[src/rtl/pulse_qualifier.sv]
// pulse_qualifier: synchronises an asynchronous level and accepts a change
// only after it has been stable for 2^WIDTH consecutive sampled cycles.
// Produces a registered qualified level plus single-cycle rise/fall strobes.
module pulse_qualifier #(
  parameter int unsigned WIDTH = 4
) (
  input  logic clk,
  input  logic rst_n,
  input  logic in,
  output logic out,
  output logic rise,
  output logic fall
);

  typedef enum logic [1:0] {
    LOW      = 2'd0,
    RISE_CHK = 2'd1,
    HIGH     = 2'd2,
    FALL_CHK = 2'd3
  } state_e;

  state_e           state_q, state_d;
  logic [WIDTH-1:0] count_q, count_d;
  logic [WIDTH-1:0] count_plus_one;
  logic             s1_q, s2_q;
  logic             out_q, out_d;
  logic             rise_q, rise_d;
  logic             fall_q, fall_d;

  // Two-flop synchroniser; the FSM only ever looks at s2_q.
  always_ff @(posedge clk or negedge rst_n) begin
    if (!rst_n) begin
      s1_q <= 1'b0;
      s2_q <= 1'b0;
    end else begin
      s1_q <= in;
      s2_q <= s1_q;
    end
  end

  // FSM state, stability counter and registered outputs.
  always_ff @(posedge clk or negedge rst_n) begin
    if (!rst_n) begin
      state_q <= LOW;
      count_q <= '0;
      out_q   <= 1'b0;
      rise_q  <= 1'b0;
      fall_q  <= 1'b0;
    end else begin
      state_q <= state_d;
      count_q <= count_d;
      out_q   <= out_d;
      rise_q  <= rise_d;
      fall_q  <= fall_d;
    end
  end

  // Next-state logic: a reversion during a check aborts it and drops all credit.
  always_comb begin
    state_d        = state_q;
    count_d        = count_q;
    out_d          = out_q;
    rise_d         = 1'b0;
    fall_d         = 1'b0;
    count_plus_one = count_q + WIDTH'(1);
    case (state_q)
      LOW: begin
        if (s2_q) begin
          state_d = RISE_CHK;
          count_d = WIDTH'(1);
        end
      end
      RISE_CHK: begin
        if (!s2_q) begin
          state_d = LOW;
          count_d = '0;
        end else if (count_plus_one == '0) begin
          state_d = HIGH;
          count_d = '0;
          out_d   = 1'b1;
          rise_d  = 1'b1;
        end else begin
          count_d = count_plus_one;
        end
      end
      HIGH: begin
        if (!s2_q) begin
          state_d = FALL_CHK;
          count_d = WIDTH'(1);
        end
      end
      FALL_CHK: begin
        if (s2_q) begin
          state_d = HIGH;
          count_d = '0;
        end else if (count_plus_one == '0) begin
          state_d = LOW;
          count_d = '0;
          out_d   = 1'b0;
          fall_d  = 1'b1;
        end else begin
          count_d = count_plus_one;
        end
      end
      default: begin
        state_d = LOW;
        count_d = '0;
        out_d   = 1'b0;
      end
    endcase
  end

  assign out  = out_q;
  assign rise = rise_q;
  assign fall = fall_q;

endmodule

[config.mk]
export PLATFORM = sky130hd
export DESIGN_NAME = pulse_qualifier
export DESIGN_NICKNAME = d
export VERILOG_FILES = /design/src/rtl/pulse_qualifier.sv
export SDC_FILE = /design/constraint.sdc
export NUM_CORES = 1
export LEC_CHECK = 0
export CORE_AREA = 2 2 39 41
export DETAILED_ROUTE_END_ITERATION = 8
export DIE_AREA = 0 0 41 43
export HOLD_SLACK_MARGIN = 0.02
export PLACE_DENSITY = 0.63
export SYNTH_ARGS = -nofsm -noshare
export SYNTH_HDL_FRONTEND = slang
export SYNTH_SLANG_ARGS = --single-unit
[constraint.sdc]
create_clock -name clk -period 4.45 [get_ports clk]
set_input_delay 1.1125 -clock clk [delete_from_list [all_inputs] [get_ports clk]]
set_output_delay 1.1125 -clock clk [all_outputs]
set_load 0.02 [all_outputs]
Word-level counts from Yosys, hierarchy flattened --
Index checks and enable logic that the tools add are counted.
Storage, ports and cells: input bits 3, register bits after elaboration 11, output and inout bits 3
Operators by class: reductions and logical operators 6, mux-type cells 23, $add $sub $neg 1, equality and inequality tests 11
Operator list (number):
- 4-bit 2-to-1 mux | 5
- 4-bit one-hot mux with 4 select lines | 1
- 2-bit 2-to-1 mux | 6
- 2-bit inequality test (second input constant) | 6
- 1-bit 2-to-1 mux | 9
- 2-bit one-hot mux with 4 select lines | 1
- 3-bit inequality test (second input constant) | 2
- 5-bit AND reduction | 1
- 4-bit by 1-bit adder with 4-bit output (second input constant) | 1
- 2-bit equality test (second input constant) | 2
- 4-bit logical NOT | 1
- 4-bit AND reduction | 1
- 2-bit by 1-bit equality test with 1-bit output (second input constant) | 1
- 2-bit logical NOT | 1
- 1-bit one-hot mux with 2 select lines | 1
- 2-bit AND reduction | 1
- 2-bit nonzero test | 1

Logic depth before layout (Yosys ltp) --
Gate-level depths: netlist of the first run.
depth after elaboration 5, mapped depth 4, gate-level depth less buffers 4

Worst setup path before layout of the first run --
No wires, ideal clock.
kind register to output, start point register out_q, in the netlist out, end point output out, data required time 3.338 ns, stages on the path, launching flop included 1, arrival 0.432 ns, buffers on the path 0, setup slack 2.905 ns, cell sequence dfrtp_1
RTL lines:
- start: declaration | RTL line 26 | logic out_q, out_d;
- start signal: assignment | RTL line 52 | out_q <= out_d;
- end: declaration | RTL line 10 | output logic out,
No word-level cell between the ends.

Worst setup path in the final report of the first run --
start point register out_q, in the netlist out, end point output out
No word-level cell between the ends.

==> metrics.md, run 1 <==
| Metric | Value |
|---|---|
| Worst-path clk slew | `around 0.060 ns` |
| Post-CTS Setup Inserts | `0` |
| Overflow left after global routing | `0` |
| Number of routed nets with antenna violations | `0` |
| Clock skew | `between 0.003 and 0.004 ns` |
| CTS tree | `built` |
| # rows | `14` |
| Sink Count | `11` |
| Most frequent cells in the layout | `11 x dfrtp_1, 5 x clkdlybuf4s50_1, 3 x nand2_1, 3 x o21ai_0, 3 x clkbuf_4` |
| Final core occ | `between 40% and 50%` |
| Sw power | `a little over 0.1 mW` |
| Syn-to-layout area delta | `18.43%` |
| Commonest non-fill, non-tap cell in the layout | `dfrtp_1` |
| CTS H-Tree Depth | `1` |
| # nets final | `54` |
| Syn Nets | `45` |
| Hpwl dp | `574.6 um` |
| Routed wire length | `776 um` |
| Worst slew pin tran | `between 0.4 and 0.5 ns` |
| Final Max Tran Viols | `0` |
| Setup CP Type | `reg -> out` |
| Status | `complete, no violations` |
| Synthesized flop and latch total | `11` |
| Die W | `between 40 and 50 um` |
| Endpoints failing hold | `0` |
| Crit end category | `output pin` |
| Initial core utilization | `a little over a third` |
| # setup viols final | `0` |
| GRT Util Overall | `around an eighth` |
| Reg power frac | `about half` |
| RePlAce Congestion | `roughly 0.66` |
| Clock power share | `between 20% and 30%` |
| Vias after detailed routing | `just over 300` |
| Longest Clk Path Bufs | `2` |
| CP top delay family | `buffers and inverters` |
| LEAKAGE | `approximately 0.26 nW` |
| Fillers | `approximately 140` |
| Hold path start | `s1_q$_DFF_PN0_` |
| Largest stage delay, worst path | `approximately 0.60 ns` |
| Share of layout cells above drive strength 1 | `approximately a fifth` |
| Seq/Total Area, Yosys | `between 50% and 60%` |
| Initial detailed-routing violation count | `1` |
| Core ar. | `about 1400 sq um` |
| P_int | `0.1998 mW` |
| Crit-path cells | `clkdlybuf4s50_1` |
| Max-cap violations | `0` |
| Reg2Reg Depth | `4` |
| Wire per inst | `about 12 um` |
| Ant diodes | `0` |
| Max Clock Freq | `about 0.43 GHz` |
| Unrepaired setup endpoints after global routing | `false` |
| Final worst path period need | `around 2.3 ns` |
| Initial antenna violation count | `0` |
| Tcrit/Tclk final | `a little over half` |
| Detailed Routing Iterations Pass 1 | `3` |
| Port Buf Inserts | `5` |
| Area of the die | `around 1800 sq um` |
| PwrDens | `about 520 nW/um^2` |
| Switch share | `about a third` |
| Post-CTS Resized | `0` |
| Die Y | `roughly 43 um` |
| Largest net degree at the start of global routing | `12` |
| Post-route non-filler standard cell count | `between 60 and 70` |
| Dpl cells | `60` |
| CTS Buf Count | `3` |
| Slew HR | `66.89%` |
| Total negative slack | `0 ns` |
| CP max FO | `3` |
| Yosys cell types | `23` |
| Detailed-route vias per instance | `just under 5` |
| Clk Latency, worst-skew pair | `between 0.2 and 0.3 ns` |
| Gate power share | `between 20% and 30%` |
| Ports | `6` |
| Worst path slowest cell | `clkdlybuf4s50_1` |
| Worst hold endpoint | `s2_q$_DFF_PN0_` |
| Total power | `around 0.30 mW` |
| Req. time, crit path | `3.34 ns` |
| Worst path arrival time | `1.21 ns` |
| Synth Area per Inst | `between 10 and 15 sq um` |
| Footprint of the multi-input gates | `207.7 sq um` |
| Root Buffer Master | `clkbuf_4` |
| Buf/Inv on CP | `1` |
| Startpoint Class | `flip-flop` |
| Reg area | `roughly 280 sq um` |
| DRC Markers | `0` |
| Vias in the first global route | `315` |
| RR Startpoint | `count_q[0]$_DFFE_PN0P_` |
| Synth warn | `0` |
| HP Class | `reg -> reg` |
| Gate count after technology mapping | `40` |
| Worst IR drop on VDD | `about 0.00016 V` |
| Hold depth | `0` |
| FF-to-FF setup slack | `~2.8 ns` |
| First-pass GRT wire length | `about 1.3 mm` |
| Post-CTS Hold Buffers | `0` |
| Mapped Area | `between 400 and 500 sq um` |
[cell usage after synthesis]
cell | number | area share (%)
nand3_2 | 1 | 2.0
ha_1 | 2 | 5.0
nand2_1 | 3 | 2.3
xor2_1 | 1 | 1.8
nor2_1 | 1 | 0.76
or2b_1 | 2 | 3.0
mux2_4 | 1 | 3.0
nand3b_1 | 1 | 1.5
dfrtp_1 | 11 | 56
a41o_2 | 1 | 2.3
o211ai_1 | 1 | 1.5
nor3_1 | 1 | 1.0
o211a_1 | 1 | 2.0
o21ai_0 | 3 | 3.0
clkbuf_2 | 1 | 1.0
nand3_1 | 1 | 1.0
nand2b_1 | 1 | 1.3
o22ai_1 | 1 | 1.3
nand4_2 | 1 | 2.5
xnor2_1 | 1 | 1.8
xor2_2 | 1 | 3.3
and2_2 | 1 | 1.5
inv_1 | 2 | 1.5
[final cells by class]
type	instances	area share, %
clock buffers	4	4.478
inverters	2	1.279
multi-input cells	26	35.39
flip-flops and latches	11	46.91
well taps	16	3.412
repair buffers	5	8.529
[cells by family (layout without fill, tap and decap cells)]
group           after synthesis  count (layout)  share of synthesized area, %
flops                        11              11                         55.55
fa+ha+maj                     2               2                         5.050
simple gates                 13              13                         16.92
xor+xnor                      3               3                         6.820
compound gates                7               7                         10.10
buf+inv                       3              11                         2.525
mux                           1               1                         3.029
[how the worst max path moves through the flow]
stage / startpoint / endpoint / slack (ns) / cells after the start
after floorplan: out$_DFFE_PN0P_ / out / 2.91 / 0
after global placement: out$_DFFE_PN0P_ / out / 2.41 / 1
after detailed placement: out$_DFFE_PN0P_ / out / 2.40 / 1
after CTS: out$_DFFE_PN0P_ / out / 2.11 / 1
after global routing: out$_DFFE_PN0P_ / out / 2.06 / 1
final: out$_DFFE_PN0P_ / out / 2.13 / 1
[power by group through the flow]
stage	Combinational, mW	Clock (mW)	Sequential, mW
after CTS	0.0870	0.0708	0.152
final	0.0846	0.0658	0.152
after floorplan	0.0769	0	0.141
after global placement	0.0851	0	0.153
after detailed placement	0.0870	0	0.154
after global routing	0.0985	0.0737	0.158
[sequential cells by signal, summed over array words and instances, names as in the netlist, named ones only]
register / cells
out: 1
rise: 1
state_q: 1
count_q: 4
s1_q: 1
fall: 1
s2_q: 1
[layer usage]
layer | global-route usage (%) | part of all wire [%] | wire (um) | vias to the layer above
met3 | 4.712 | 3.0 | 23 | 2
met4 | 10.00 | 1.8 | 14 | 0
li1 | - | - | - | 152
met2 | 14.37 | 48 | 371 | 5
met5 | 0 | 0 | 0 | -
met1 | 15.82 | 47 | 367 | 150
[metrics by stage]
| stage | worst slack [ns] | area [sq um] | hold WS [ns] |
|---|---|---|---|
| after global routing | 2.059 | 586.8 | 0.3604 |
| after floorplan | 2.905 | 495.5 | 0.3312 |
| after CTS | 2.109 | 586.8 | 0.3537 |
| after detailed placement | 2.404 | 560.5 | 0.3386 |
| after global placement | 2.409 | 560.5 | 0.3341 |
| final | 2.127 | 586.8 | 0.3508 |
[worst reg2reg max path: stages, from the launching register on]
cell and delay [ns]:
dfrtp_1 0.43, ha_1 0.23, xnor2_1 0.29, nand4_2 0.25, mux2_4 0.35
Note: power is estimated with default switching activity, not from simulation.
==> run 2: changes to the inputs <==
==> constraint.sdc (replaced) <==
create_clock -name clk -period 2.2 [get_ports clk]
set_input_delay 0.55 -clock clk [delete_from_list [all_inputs] [get_ports clk]]
set_output_delay 0.55 -clock clk [all_outputs]
set_load 0.02 [all_outputs]
==> run 2 against run 1 <==
Compared with the run above:
- register-to-register slack got worse by 2.2 ns
- clock power is 120% higher
- wire length up 2.8%
- total power up 110%
- sequential cell count stayed put
- critical endpoint unchanged
- final cell count is the same
- core utilization unchanged
==> metrics.md, run 2 (synthesis results as in run 1) <==
| Metric | Value |
|---|---|
| Crit end category | `output pin (unchanged)` |
| # rows | `14 (unchanged)` |
| Met2 Use GR | `15.63% (was 14.37%)` |
| # setup viols final | `0 (unchanged)` |
| Buf/Inv on CP | `1 (unchanged)` |
| Final Max Tran Viols | `0 (unchanged)` |
| Reg power frac | `49.6% (was 50.3%)` |
| Worst slew pin tran | `0.5669 ns (was 0.4949 ns)` |
| Overflow left after global routing | `0 (unchanged)` |
| Ant diodes | `0 (unchanged)` |
| Root Buffer Master | `clkbuf_4 (unchanged)` |
| Met3 Resource Use GR | `4.712% (unchanged)` |
| Max-cap violations | `0 (unchanged)` |
| Status | `complete, no violations (unchanged)` |
| Sw power | `0.2169 mW (was 0.1027 mW)` |
| First-pass GRT wire length | `1.311 mm (unchanged)` |
| Post-route non-filler standard cell count | `64 (unchanged)` |
| Hpwl dp | `539.7 um (was 574.6 um)` |
| Longest Clk Path Bufs | `2 (unchanged)` |
| Initial antenna violation count | `0 (unchanged)` |
| Vias in the first global route | `313 (was 315)` |
| Area of the die | `1763 sq um (unchanged)` |
| Initial core utilization | `35.80% (unchanged)` |
| Most frequent cells in the layout | `11 x dfrtp_1, 5 x clkdlybuf4s50_1, 3 x nand2_1, 3 x o21ai_0, 3 x clkbuf_4 (unchanged)` |
| Dpl cells | `60 (unchanged)` |
| Largest stage delay, worst path | `0.61 ns (was 0.60 ns)` |
| LEAKAGE | `0.2629 nW (unchanged)` |
| Unrepaired setup endpoints after global routing | `false (unchanged)` |
| P_int | `0.4039 mW (was 0.1998 mW)` |
| Post-route cell area | `586.8 sq um (unchanged)` |
| Port Buf Inserts | `5 (unchanged)` |
| Final worst path period need | `~1.8 ns` |
| Startpoint Class | `flip-flop (unchanged)` |
| CTS tree | `built (unchanged)` |
| RePlAce Congestion | `0.6425 (was 0.6649)` |
| Syn-to-layout area delta | `18.43% (unchanged)` |
| Clk Latency, worst-skew pair | `0.27 ns (was 0.26 ns)` |
| Ports | `6 (unchanged)` |
| Wire per inst | `12.47 um (was 12.13 um)` |
| Total negative slack | `0 ns (unchanged)` |
| Max Clock Freq | `between 0.5 and 0.6 GHz` |
| Switch share | `34.94% (was 33.97%)` |
| Req. time, crit path | `1.65 ns (was 3.34 ns)` |
| Clock skew | `0.002126 ns (was 0.003697 ns)` |
| Number of routed nets with antenna violations | `0 (unchanged)` |
| DRC Markers | `0 (unchanged)` |
| DP Area | `560.5 sq um (unchanged)` |
| Most flop-heavy register | `count_q (unchanged)` |
| Slew HR | `62.08% (was 66.89%)` |
| Die W | `41 um (unchanged)` |
| Endpoints failing hold | `0 (unchanged)` |
| Detailed-route vias per instance | `5.016 (was 4.828)` |
| Post-CTS Setup Inserts | `0 (unchanged)` |
| PwrDens | `1058 nW/um^2 (was 515.5 nW/um^2)` |
| Routed wire length | `798 um (was 776 um)` |
| Sink Count | `11 (unchanged)` |
| Core ar. | `1384 sq um (unchanged)` |
| Largest net degree at the start of global routing | `12 (unchanged)` |
| Post-CTS Hold Buffers | `0 (unchanged)` |
| Clock power share | `22.9% (was 21.7%)` |
| Die Y | `43 um (unchanged)` |
| Initial detailed-routing violation count | `5 (was 1)` |
| # nets final | `54 (unchanged)` |
| CP max FO | `3 (unchanged)` |
| CP top delay family | `buffers and inverters (unchanged)` |
| CTS H-Tree Depth | `1 (unchanged)` |
| Tcrit/Tclk final | `between 80% and 90%` |
| Met1 Use GR | `13.71% (was 15.82%)` |
| GR peak layer | `met2 (was met1)` |
| Commonest non-fill, non-tap cell in the layout | `dfrtp_1 (unchanged)` |
| Crit-path cells | `clkdlybuf4s50_1 (unchanged)` |
| GRT Util Overall | `11.99% (was 11.91%)` |
| Worst path arrival time | `1.24 ns (was 1.21 ns)` |
| Vias after detailed routing | `321 (was 309)` |
| Share of layout cells above drive strength 1 | `18.75% (unchanged)` |
| Setup CP Type | `reg -> out (unchanged)` |
| Largest register FFs | `4 (unchanged)` |
| CTS Buf Count | `3 (unchanged)` |
| HP Class | `reg -> reg (unchanged)` |
| Worst path slowest cell | `clkdlybuf4s50_1 (unchanged)` |
| Gate power share | `27.5% (was 28.0%)` |
| Worst IR drop on VDD | `0.0003459 V (was 0.0001633 V)` |
| Detailed Routing Iterations Pass 1 | `4 (was 3)` |
| Post-CTS Resized | `0 (unchanged)` |
| Worst-path clk slew | `0.07 ns (was 0.06 ns)` |
==> run 2: path summary, 6_finish.rpt <==
path                            slack, ns  cells after the start                    from                endpoint
worst min-delay path                 0.38                      0          s1_q$_DFF_PN0_          s2_q$_DFF_PN0_
max in group asynchronous            1.27                      1                   rst_n               async pin
worst max-delay path                 0.41                      1         out$_DFFE_PN0P_                     out
min in group asynchronous            0.60                      1                   rst_n  count_q[2]$_DFFE_PN0P_
worst max register to register       0.57                      4  count_q[0]$_DFFE_PN0P_               flip-flop
worst min register to register       0.38                      0          s1_q$_DFF_PN0_          s2_q$_DFF_PN0_
==> run 2: metal layers <==
metal  vias to the layer above  wire, um
met2                         7       363
met5                         -         0
li1                        153         -
met1                       157       381
met4                         0        27
met3                         4        24
==> run 2: per-stage QoR <==
stage	hold slack [ns]	util [%]	setup WS, ns	power (mW)
finish	0.3759	42.41	0.4087	0.6208
global route	0.3783	42.41	0.3427	0.6663
CTS	0.3694	42.41	0.3845	0.6305
detailed placement	0.3530	40.51	0.5990	0.4816
global placement	0.3330	40.51	0.5970	0.4766
floorplan	0.2544	-	0.7299	0.4415
==> run 2: final cells by class <==
cell class                      instances  area, sq um
Fill cell                             133        797.0
Inverter                                2        7.507
Timing Repair Buffer                    5        50.05
Clock buffer                            4        26.28
Tap cell                               16        20.02
Multi-Input combinational cell         26        207.7
Sequential cell                        11        275.3
==> run 2: worst reg2reg max path, stage by stage, from the launching register on <==
cell,delay [ns]
dfrtp_1,0.44
ha_1,0.24
xnor2_1,0.25
nand4_2,0.23
mux2_4,0.35
==> run 2: power groups by stage <==
stage	logic (mW)	clock network, mW	registers [mW]
detailed placement	0.172	0	0.309
global placement	0.169	0	0.307
floorplan	0.156	0	0.286
finish	0.171	0.142	0.308
global route	0.191	0.161	0.315
CTS	0.173	0.151	0.306
==> run 3: changes to the inputs <==
==> constraint.sdc (replaced) <==
create_clock -name clk -period 1.9 [get_ports clk]
set_input_delay 0.475 -clock clk [delete_from_list [all_inputs] [get_ports clk]]
set_output_delay 0.475 -clock clk [all_outputs]
set_load 0.02 [all_outputs]
==> run 3 against run 2 <==
Compared with the run above:
- cell area stayed put
- wire length fell by 2.4%
- sequential cell count unchanged
- register-to-register slack got worse by 0.26 ns
- global-route usage shrank 0.51 points
- clock-buffer cell count stayed put
- core utilization is the same
- non-clock buffer count unchanged
- worst hold slack got worse by 0.022 ns
- clock skew grew 0.0018 ns
- critical endpoint unchanged
==> metrics.md, run 3 (synthesis results as in run 1) <==
| Metric | Value |
|---|---|
| Status | `complete, no violations (unchanged)` |
| Post-CTS Resized | `0 (unchanged)` |
| Crit-path cells | `clkdlybuf4s50_1 (unchanged)` |
| Sink Count | `11 (unchanged)` |
| Longest Clk Path Bufs | `2 (unchanged)` |
| Max-cap violations | `0 (unchanged)` |
| Largest stage delay, worst path | `0.61 ns (about the same)` |
| Hpwl dp | `545.3 um (was 539.7 um)` |
| CTS H-Tree Depth | `1 (unchanged)` |
| Initial detailed-routing violation count | `4 (was 5)` |
| Number of routed nets with antenna violations | `0 (unchanged)` |
| Footprint of the multi-input gates | `207.7 sq um (unchanged)` |
| Post-CTS Hold Buffers | `0 (unchanged)` |
| RR Startpoint | `count_q[0]$_DFFE_PN0P_ (unchanged)` |
| HP Class | `reg -> reg (unchanged)` |
| Clock skew | `0.003946 ns (was 0.002126 ns)` |
| RePlAce Congestion | `0.7394 (was 0.6425)` |
| DRC Markers | `0 (unchanged)` |
| Crit. path cell count | `1 (unchanged)` |
| Max Clock Freq | `about 0.58 GHz` |
| Reg2Reg Depth | `4 (unchanged)` |
| Detailed-route vias per instance | `5.109 (was 5.016)` |
| Final worst path period need | `~1.7 ns` |
| Req. time, crit path | `1.42 ns (was 1.65 ns)` |
| Area of the die | `1763 sq um (unchanged)` |
| Buf/Inv on CP | `1 (unchanged)` |
| CP top delay family | `buffers and inverters (unchanged)` |
| CTS tree | `built (unchanged)` |
| PwrDens | `1212 nW/um^2 (was 1058 nW/um^2)` |
| Slew HR | `62.35% (was 62.08%)` |
| Final Max Tran Viols | `0 (unchanged)` |
| Worst path arrival time | `1.24 ns (about the same)` |
| Crit end category | `output pin (unchanged)` |
| Port Buf Inserts | `5 (unchanged)` |
| Clk Latency, worst-skew pair | `0.26 ns (was 0.27 ns)` |
| Core ar. | `1384 sq um (unchanged)` |
| First-pass GRT wire length | `1.317 mm (was 1.311 mm)` |
| Initial core utilization | `35.80% (unchanged)` |
| Root Buffer Master | `clkbuf_4 (unchanged)` |
| Endpoints failing hold | `0 (unchanged)` |
| # nets final | `54 (unchanged)` |
| Commonest non-fill, non-tap cell in the layout | `dfrtp_1 (unchanged)` |
| Worst-path clk slew | `0.07 ns (about the same)` |
| Syn-to-layout area delta | `18.43% (unchanged)` |
| Wire per inst | `12.17 um (was 12.47 um)` |
| Worst slew pin tran | `0.5629 ns (was 0.5669 ns)` |
| Die W | `41 um (unchanged)` |
| Worst path slowest cell | `clkdlybuf4s50_1 (unchanged)` |
| FF-to-FF setup slack | `0.31 ns (was 0.57 ns)` |
| # setup viols final | `0 (unchanged)` |
| Ports | `6 (unchanged)` |
| Reg area | `275.3 sq um (unchanged)` |
| CP max FO | `3 (unchanged)` |
| # rows | `14 (unchanged)` |
| Hold_ws | `0.3537 ns (was 0.3759 ns)` |
| Ant diodes | `0 (unchanged)` |
| Worst Setup SP | `out$_DFFE_PN0P_ (unchanged)` |
| CP endpoint | `out (unchanged)` |
| GRT Util Overall | `11.48% (was 11.99%)` |
| Fillers | `133 (unchanged)` |
| Routed wire length | `779 um (was 798 um)` |
| Post-CTS Setup Inserts | `0 (unchanged)` |
| Tcrit/Tclk final | `roughly nine tenths` |
| Largest net degree at the start of global routing | `12 (unchanged)` |
| Unrepaired setup endpoints after global routing | `false (unchanged)` |
| Most flop-heavy register | `count_q (unchanged)` |
| Initial antenna violation count | `0 (unchanged)` |
| CTS Buf Count | `3 (unchanged)` |
| Overflow left after global routing | `0 (unchanged)` |
| Detailed Routing Iterations Pass 1 | `2 (was 4)` |
| Setup CP Type | `reg -> out (unchanged)` |
| LEAKAGE | `0.2629 nW (unchanged)` |
| Most frequent cells in the layout | `11 x dfrtp_1, 5 x clkdlybuf4s50_1, 3 x nand2_1, 3 x o21ai_0, 3 x clkbuf_4 (unchanged)` |
| Vias in the first global route | `307 (was 313)` |
| Die Y | `43 um (unchanged)` |
| Startpoint Class | `flip-flop (unchanged)` |
| Largest register FFs | `4 (unchanged)` |
| Worst IR drop on VDD | `0.0004098 V (was 0.0003459 V)` |
| Total negative slack | `0 ns (unchanged)` |
| Vias after detailed routing | `327 (was 321)` |
| Share of layout cells above drive strength 1 | `18.75% (unchanged)` |
## run 3: cell counts in the layout (fill, tap and decap cells not counted)
No cell type changed its count.
## run 3: where the power goes
group	internal (mW)	total (mW)	switching (mW)
sequential	0.285	0.353	0.0681
clock	0.0810	0.159	0.0781
combinational	0.101	0.199	0.0974
## run 3: cell type report
type / count / share of cell area [%]
tap: 16 / 3.412
timing repair buffer: 5 / 8.529
inverter: 2 / 1.279
clock buffer: 4 / 4.478
multi-input combinational: 26 / 35.39
sequential: 11 / 46.91
## run 3: worst min path at each step
stage	start	end	slack (ns)	cells after the start
finish	s1_q$_DFF_PN0_	s2_q$_DFF_PN0_	0.35	0
global route	s1_q$_DFF_PN0_	s2_q$_DFF_PN0_	0.36	0
CTS	s1_q$_DFF_PN0_	s2_q$_DFF_PN0_	0.36	0
global placement	s1_q$_DFF_PN0_	s2_q$_DFF_PN0_	0.33	0
floorplan	rst_n	async pin	0.18	0
detailed placement	s1_q$_DFF_PN0_	s2_q$_DFF_PN0_	0.34	0
## run 3: metal layers
| metal | track usage [%] | wire [um] | vias up |
|---|---|---|---|
| met5 | 0 | 0 | - |
| met4 | 8.000 | 12 | 0 |
| met3 | 3.141 | 21 | 2 |
| met2 | 15.31 | 388 | 5 |
| met1 | 15.38 | 357 | 168 |
| li1 | - | - | 152 |
## run 3: per-stage QoR
step	total power, mW	setup slack, ns	cells	instance area, sq um	utilization [%]
after CTS	0.7221	0.1768	64	586.8	42.41
final	0.7112	0.1895	64	586.8	42.41
after detailed placement	0.5597	0.3215	60	560.5	40.51
after floorplan	0.5113	0.4299	40	495.5	-
after global placement	0.5534	0.3286	60	560.5	40.51
after global routing	0.7672	0.1256	64	586.8	42.41
==> edit 1, RTL diff (flow settings as in run 3) <==
Encoding of `state_e`: now one-hot (4 bits for 4 states).
--- a/src/rtl/pulse_qualifier.sv
+++ b/src/rtl/pulse_qualifier.sv
@@ -14,7 +14,7 @@
 
-  typedef enum logic [1:0] {
-    LOW      = 2'd0,
-    RISE_CHK = 2'd1,
-    HIGH     = 2'd2,
-    FALL_CHK = 2'd3
+  typedef enum logic [3:0] {
+    LOW      = 4'b0001,
+    RISE_CHK = 4'b0010,
+    HIGH     = 4'b0100,
+    FALL_CHK = 4'b1000
   } state_e;
Behaviour: no difference found for any inputs over 10 cycles, from zero or initial values and one cycle with rst_n low; not proved beyond that.
==> edit 1 against run 3 <==
  * Total power shrank 9.6%
  * Wire length up 92%
  * Cell count rose by 64%
  * Sequential share of layout area fell by 10 points
  * Via count grew 97%
  * Worst setup slack lost 0.0083 ns
  * Synthesized cell count grew 110%
  * Worst hold slack improved by 0.0040 ns
  * Design area rose by 52%
  * Synthesized area up 65%
  * Sequential cell count grew 2
  * Sequential power is 3% lower
  * Clock power increased by 10%
  * Die area unchanged
  * Largest power group unchanged
==> edit 1: results (changes against run 3) <==
\begin{tabular}{lr}
\hline
Metric & Value \\
\hline
\multicolumn{2}{l}{\textbf{Run status}} \\
\quad Run status & finished clean \\
\multicolumn{2}{l}{\textbf{GRT}} \\
\quad First-pass GRT wire length & 2.539 mm (+93\%) \\
\quad Total GRT Usage & 0.2206 (+0.1058) \\
\quad Vias in the first global route & 584 (+90\%) \\
\quad Largest net degree at the start of global routing & 15 (+3) \\
\multicolumn{2}{l}{\textbf{Critical path}} \\
\quad Reg2Reg Setup Slack & 0.23 ns (-0.08 ns) \\
\quad Cell count of the worst reg-to-reg path & 5 (+1) \\
\quad FF-to-FF Start & count\_q[0] \\
\quad Crit Path Max Fanout & 2 (-1) \\
\multicolumn{2}{l}{\textbf{Logic synthesis}} \\
\quad Synth Net Count & 89 (+98\%) \\
\quad Synth top area cells & dfrtp\_1 37\%, nand2b\_1 4.6\%, a21oi\_1 3.7\% \\
\quad List of most frequent post-synthesis cells & 12 x dfrtp\_1, 6 x a21oi\_1, 6 x nand2b\_1 \\
\quad Number of library cell types mapped by synthesis & 36 (+57\%) \\
\quad Sequential share of the synthesized area & 0.3985 (-0.1571) \\
\multicolumn{2}{l}{\textbf{Timing}} \\
\quad Measured slew at the worst slew-check pin & 0.5983 ns (+0.03538 ns) \\
\quad Clock skew after layout & 0.002436 ns (-0.001510 ns) \\
\multicolumn{2}{l}{\textbf{Route}} \\
\quad Drt first-iter violations & 8 (+4) \\
\quad Number of search-and-repair iterations in the first detailed-routing pass & 4 (+2) \\
\quad Average detailed-routed wire length per instance & 14.28 um (+17\%) \\
\quad Via count & 643 (+97\%) \\
\multicolumn{2}{l}{\textbf{Cells and area}} \\
\quad Share of cells above drive strength 1 & 0.1236 (-0.06390) \\
\multicolumn{2}{l}{\textbf{Place}} \\
\quad Post-detail-place hpwl & 1.104 mm (+100\%) \\
\multicolumn{2}{l}{\textbf{Clocking}} \\
\quad Resized Gates After CTS & 0 (unchanged) \\
\multicolumn{2}{l}{\textbf{Power and ir drop}} \\
\quad Peak supply drop & 448.1 uV (+9.4\%) \\
\quad Leak Pwr & 0.0003495 uW (+33\%) \\
\multicolumn{2}{l}{\textbf{Worst hold path}} \\
\quad Worst hold path depth & 0 (unchanged) \\
\hline
\end{tabular}
## edit 1: cell types whose count changed after synthesis, moves of 3 or more
cell and change:
o21ai_1 +5, a31oi_1 +3, a21oi_1 +6, nor2_1 +3
buf_2 +4, nand3b_1 +3, nand2b_1 +5, o21ai_0 -3
## edit 1: how the worst max path moves through the flow
stage	startpoint	endpoint	slack, ns	cells past startpoint
after detailed placement	count_q[0]	state_q[2]	0.24	5
final	out	out	0.18	1
after global placement	count_q[0]	out	0.28	5
after global routing	count_q[0]	state_q[2]	0.1	5
after floorplan	count_q[0]	out	0.38	5
after CTS	out	out	0.17	1
## edit 1: routing by layer
metal,GRT usage,vias to the layer above,share of wire
li1,-,325,-
met1,0.2823,304,0.47
met2,0.3313,10,0.48
met3,0.03141,4,0.023
met4,0.1400,0,0.022
met5,0,-,0
## edit 1: cells by family after synthesis
group                      count (synthesis)  share of synthesized area
and+or+nand+nor                           32                     0.2519
muxes                                      1                    0.01221
AOI/OAI and AO/OA                         26                     0.2183
buffers and inverters                      7                    0.05648
adders and majority gates                  2                    0.03053
DFF                                       13                     0.3985
xor gates and xnor gates                   3                    0.03207
## edit 1: area by class of cell
type | instances | area (um2)
Inverter | 1 | 3.754
Fill cell | 117 | 494.2
Clock inverter | 1 | 5.005
Sequential cell | 13 | 326.6
Tap cell | 16 | 20.02
Multi-Input combinational cell | 64 | 446.7
Timing Repair Buffer | 7 | 65.06
Clock buffer | 3 | 22.52
## edit 1: power breakdown
part,switching [uW],total (uW),internal [uW]
registers,45.4,342,297
clock network,96.5,175,78.2
logic,61.7,126,64.7
total,204,643,440
## edit 1: stage by stage
stage / instance area, um2 / hold slack (ns) / instances
final: 889.6 / 0.3577 / 105
after global routing: 889.6 / 0.3772 / 105
after CTS: 889.6 / 0.3606 / 105
after detailed placement: 862.1 / 0.3418 / 101
after global placement: 862.1 / 0.3333 / 101
after floorplan: 819.5 / 0.1794 / 84
==> edit 2, RTL diff (settings of run 3) <==
Without the edit above. Put one more register stage on the output `fall`, cleared by the reset. The value now appears one clock later. The other outputs are not delayed to match. Comments in the files are not updated.
--- a/src/rtl/pulse_qualifier.sv
+++ b/src/rtl/pulse_qualifier.sv
@@ -114,3 +114,9 @@
   assign rise = rise_q;
-  assign fall = fall_q;
+  always_ff @(posedge clk or negedge rst_n) begin
+    if (!rst_n) begin
+      fall <= '0;
+    end else begin
+      fall <= fall_q;
+    end
+  end
 
Behaviour: no difference found for any inputs over 10 cycles, from zero or initial values and one cycle with rst_n low; that may be too few to reach the edited logic, so the function may still have changed.
==> edit 2 against run 3 <==
  * Wire length down 9.8%
  * Design area rose by 1.7%
  * Synthesized area up 1.8%
  * Clock power fell by 8%
  * Sequential cell count rose by 1
  * Highest routed layer is now met3
  * Total power rose by 3.0%
  * Worst setup slack improved by 0.027 ns
  * Maximum frequency rose by 1.6%
==> edit 2: results (changes against run 3) <==
\begin{tabular}{lr}
\hline
Metric & Value \\
\hline
\multicolumn{2}{l}{\textbf{Cells and area}} \\
\quad Share of cells above drive strength 1 & 0.1200 (-0.06750) \\
\quad Final layout net count & 57 (+5.6\%) \\
\quad Register with the most flip-flops & count\_q \\
\quad Antenna fix cells & 0 (unchanged) \\
\multicolumn{2}{l}{\textbf{Run}} \\
\quad Max cap viols & 0 (unchanged) \\
\multicolumn{2}{l}{\textbf{Logic synthesis}} \\
\quad List of most frequent post-synthesis cells & 12 x dfrtp\_1, 6 x nand2\_1, 3 x inv\_1 \\
\quad Count of yosys warnings during synthesis & 0 (unchanged) \\
\quad Sequential share of the synthesized area & 0.5955 (+0.03998) \\
\quad Number of library cell types mapped by synthesis & 20 (-13\%) \\
\quad Synth Net Count & 47 (+4.4\%) \\
\quad Synth top area cells & dfrtp\_1 60\%, ha\_1 5.0\%, nand2\_1 4.5\% \\
\multicolumn{2}{l}{\textbf{Clocking}} \\
\quad Maximum clock path buffer count & 2 (unchanged) \\
\quad Count of buffers added by post-CTS timing repair for setup & 0 (unchanged) \\
\quad Clock root buffer & clkbuf\_4 \\
\quad H-tree levels & 1 (unchanged) \\
\quad CTS Buf Count & 3 (unchanged) \\
\multicolumn{2}{l}{\textbf{Route}} \\
\quad Via-to-Cell Ratio & 4.758 (-6.9\%) \\
\quad Drt first-iter violations & 1 (-3) \\
\quad Number of remaining DRC errors & 0 (unchanged) \\
\quad Total Wirelength & 703 um (-9.8\%) \\
\quad Number of search-and-repair iterations in the first detailed-routing pass & 3 (+1) \\
\multicolumn{2}{l}{\textbf{Power and ir drop}} \\
\quad Peak supply drop & 496.4 uV (+21\%) \\
\quad Leak Pwr & 0.0002676 uW (+1.8\%) \\
\multicolumn{2}{l}{\textbf{Run status}} \\
\quad Run status & finished clean \\
\multicolumn{2}{l}{\textbf{Critical path}} \\
\quad Critical Path Max Stage Delay & 0.60 ns \\
\quad Data arrival time of the critical path & 1.21 ns (-0.03 ns) \\
\quad Reg2Reg Setup Slack & 0.46 ns (+0.15 ns) \\
\quad Cell count of the worst reg-to-reg path & 5 (+1) \\
\quad Crit Path Max Fanout & 2 (-1) \\
\multicolumn{2}{l}{\textbf{GRT}} \\
\quad Total GRT Usage & 0.1153 (+0.0004687) \\
\quad Initial antenna violation count & 0 (unchanged) \\
\quad Largest net degree at the start of global routing & 13 (+1) \\
\quad First-pass GRT wire length & 1.283 mm (-2.6\%) \\
\quad Vias in the first global route & 293 (-4.6\%) \\
\multicolumn{2}{l}{\textbf{Place}} \\
\quad Post-detail-place hpwl & 534.6 um (-2.0\%) \\
\quad GPL Wtd Cong & 0.7666 (+3.7\%) \\
\quad PortBufs & 5 (unchanged) \\
\quad Placement Setup Slack & 0.4680 ns (+0.1465 ns) \\
\multicolumn{2}{l}{\textbf{Timing}} \\
\quad Worst rel slew slack & 0.6667 (+0.04319) \\
\quad Clock skew after layout & 0.006516 ns (+0.002570 ns) \\
\multicolumn{2}{l}{\textbf{Worst hold path}} \\
\quad End point of the most critical hold path & s2\_q \\
\hline
\end{tabular}
[edit 2: worst max-delay path by stage]
stage               start        end  slack, ns  cells after the start
2_1_floorplan  count_q[0]  flip-flop       0.57                      5
3_3_place_gp   count_q[0]  flip-flop       0.48                      5
3_5_place_dp   count_q[0]  flip-flop       0.47                      5
4_1_cts               out        out       0.19                      1
5_1_grt               out        out       0.14                      1
6_report              out        out       0.22                      1
[edit 2: report_power, final]
group	internal [uW]	total [uW]	switching, uW
combinational	106	207	101
sequential	311	379	68.0
clock	73.1	146	73.4
[edit 2: logic make-up after synthesis]
logic type	count (synthesis)	synth area share
fa+ha+maj	2	0.04962
mux	1	0.01985
flops	12	0.5955
xor+xnor	3	0.08191
compound gates	7	0.09180
simple gates	14	0.1390
buf+inv	3	0.02233
[edit 2: layout make-up]
| class | count | area [um2] |
|---|---|---|
| clock buffers | 3 | 22.52 |
| inverters | 3 | 11.26 |
| well taps | 16 | 20.02 |
| multi-input cells | 27 | 192.7 |
| fillers | 133 | 787.0 |
| repair buffers | 5 | 50.05 |
| flip-flops and latches | 12 | 300.3 |
[edit 2: routing by layer]
layer / track usage / vias to the layer above / wire length (um)
met5: 0 / - / 0
met4: 0.02000 / 0 / 0
met3: 0.09424 / 0 / 43
met2: 0.1406 / 8 / 301
met1: 0.1593 / 145 / 358
li1: - / 161 / -
[edit 2: per-stage QoR]
stage          total power (uW)  std cells  hold WS [ns]  area, um2
6_report                  732.8         66        0.3485      596.8
3_3_place_gp              590.3         63        0.3321      574.3
4_1_cts                   748.3         66        0.3518      596.8
3_5_place_dp              595.6         63        0.3365      574.3
2_1_floorplan             532.1         42        0.1794      504.2
5_1_grt                   800.8         66        0.3608      596.8
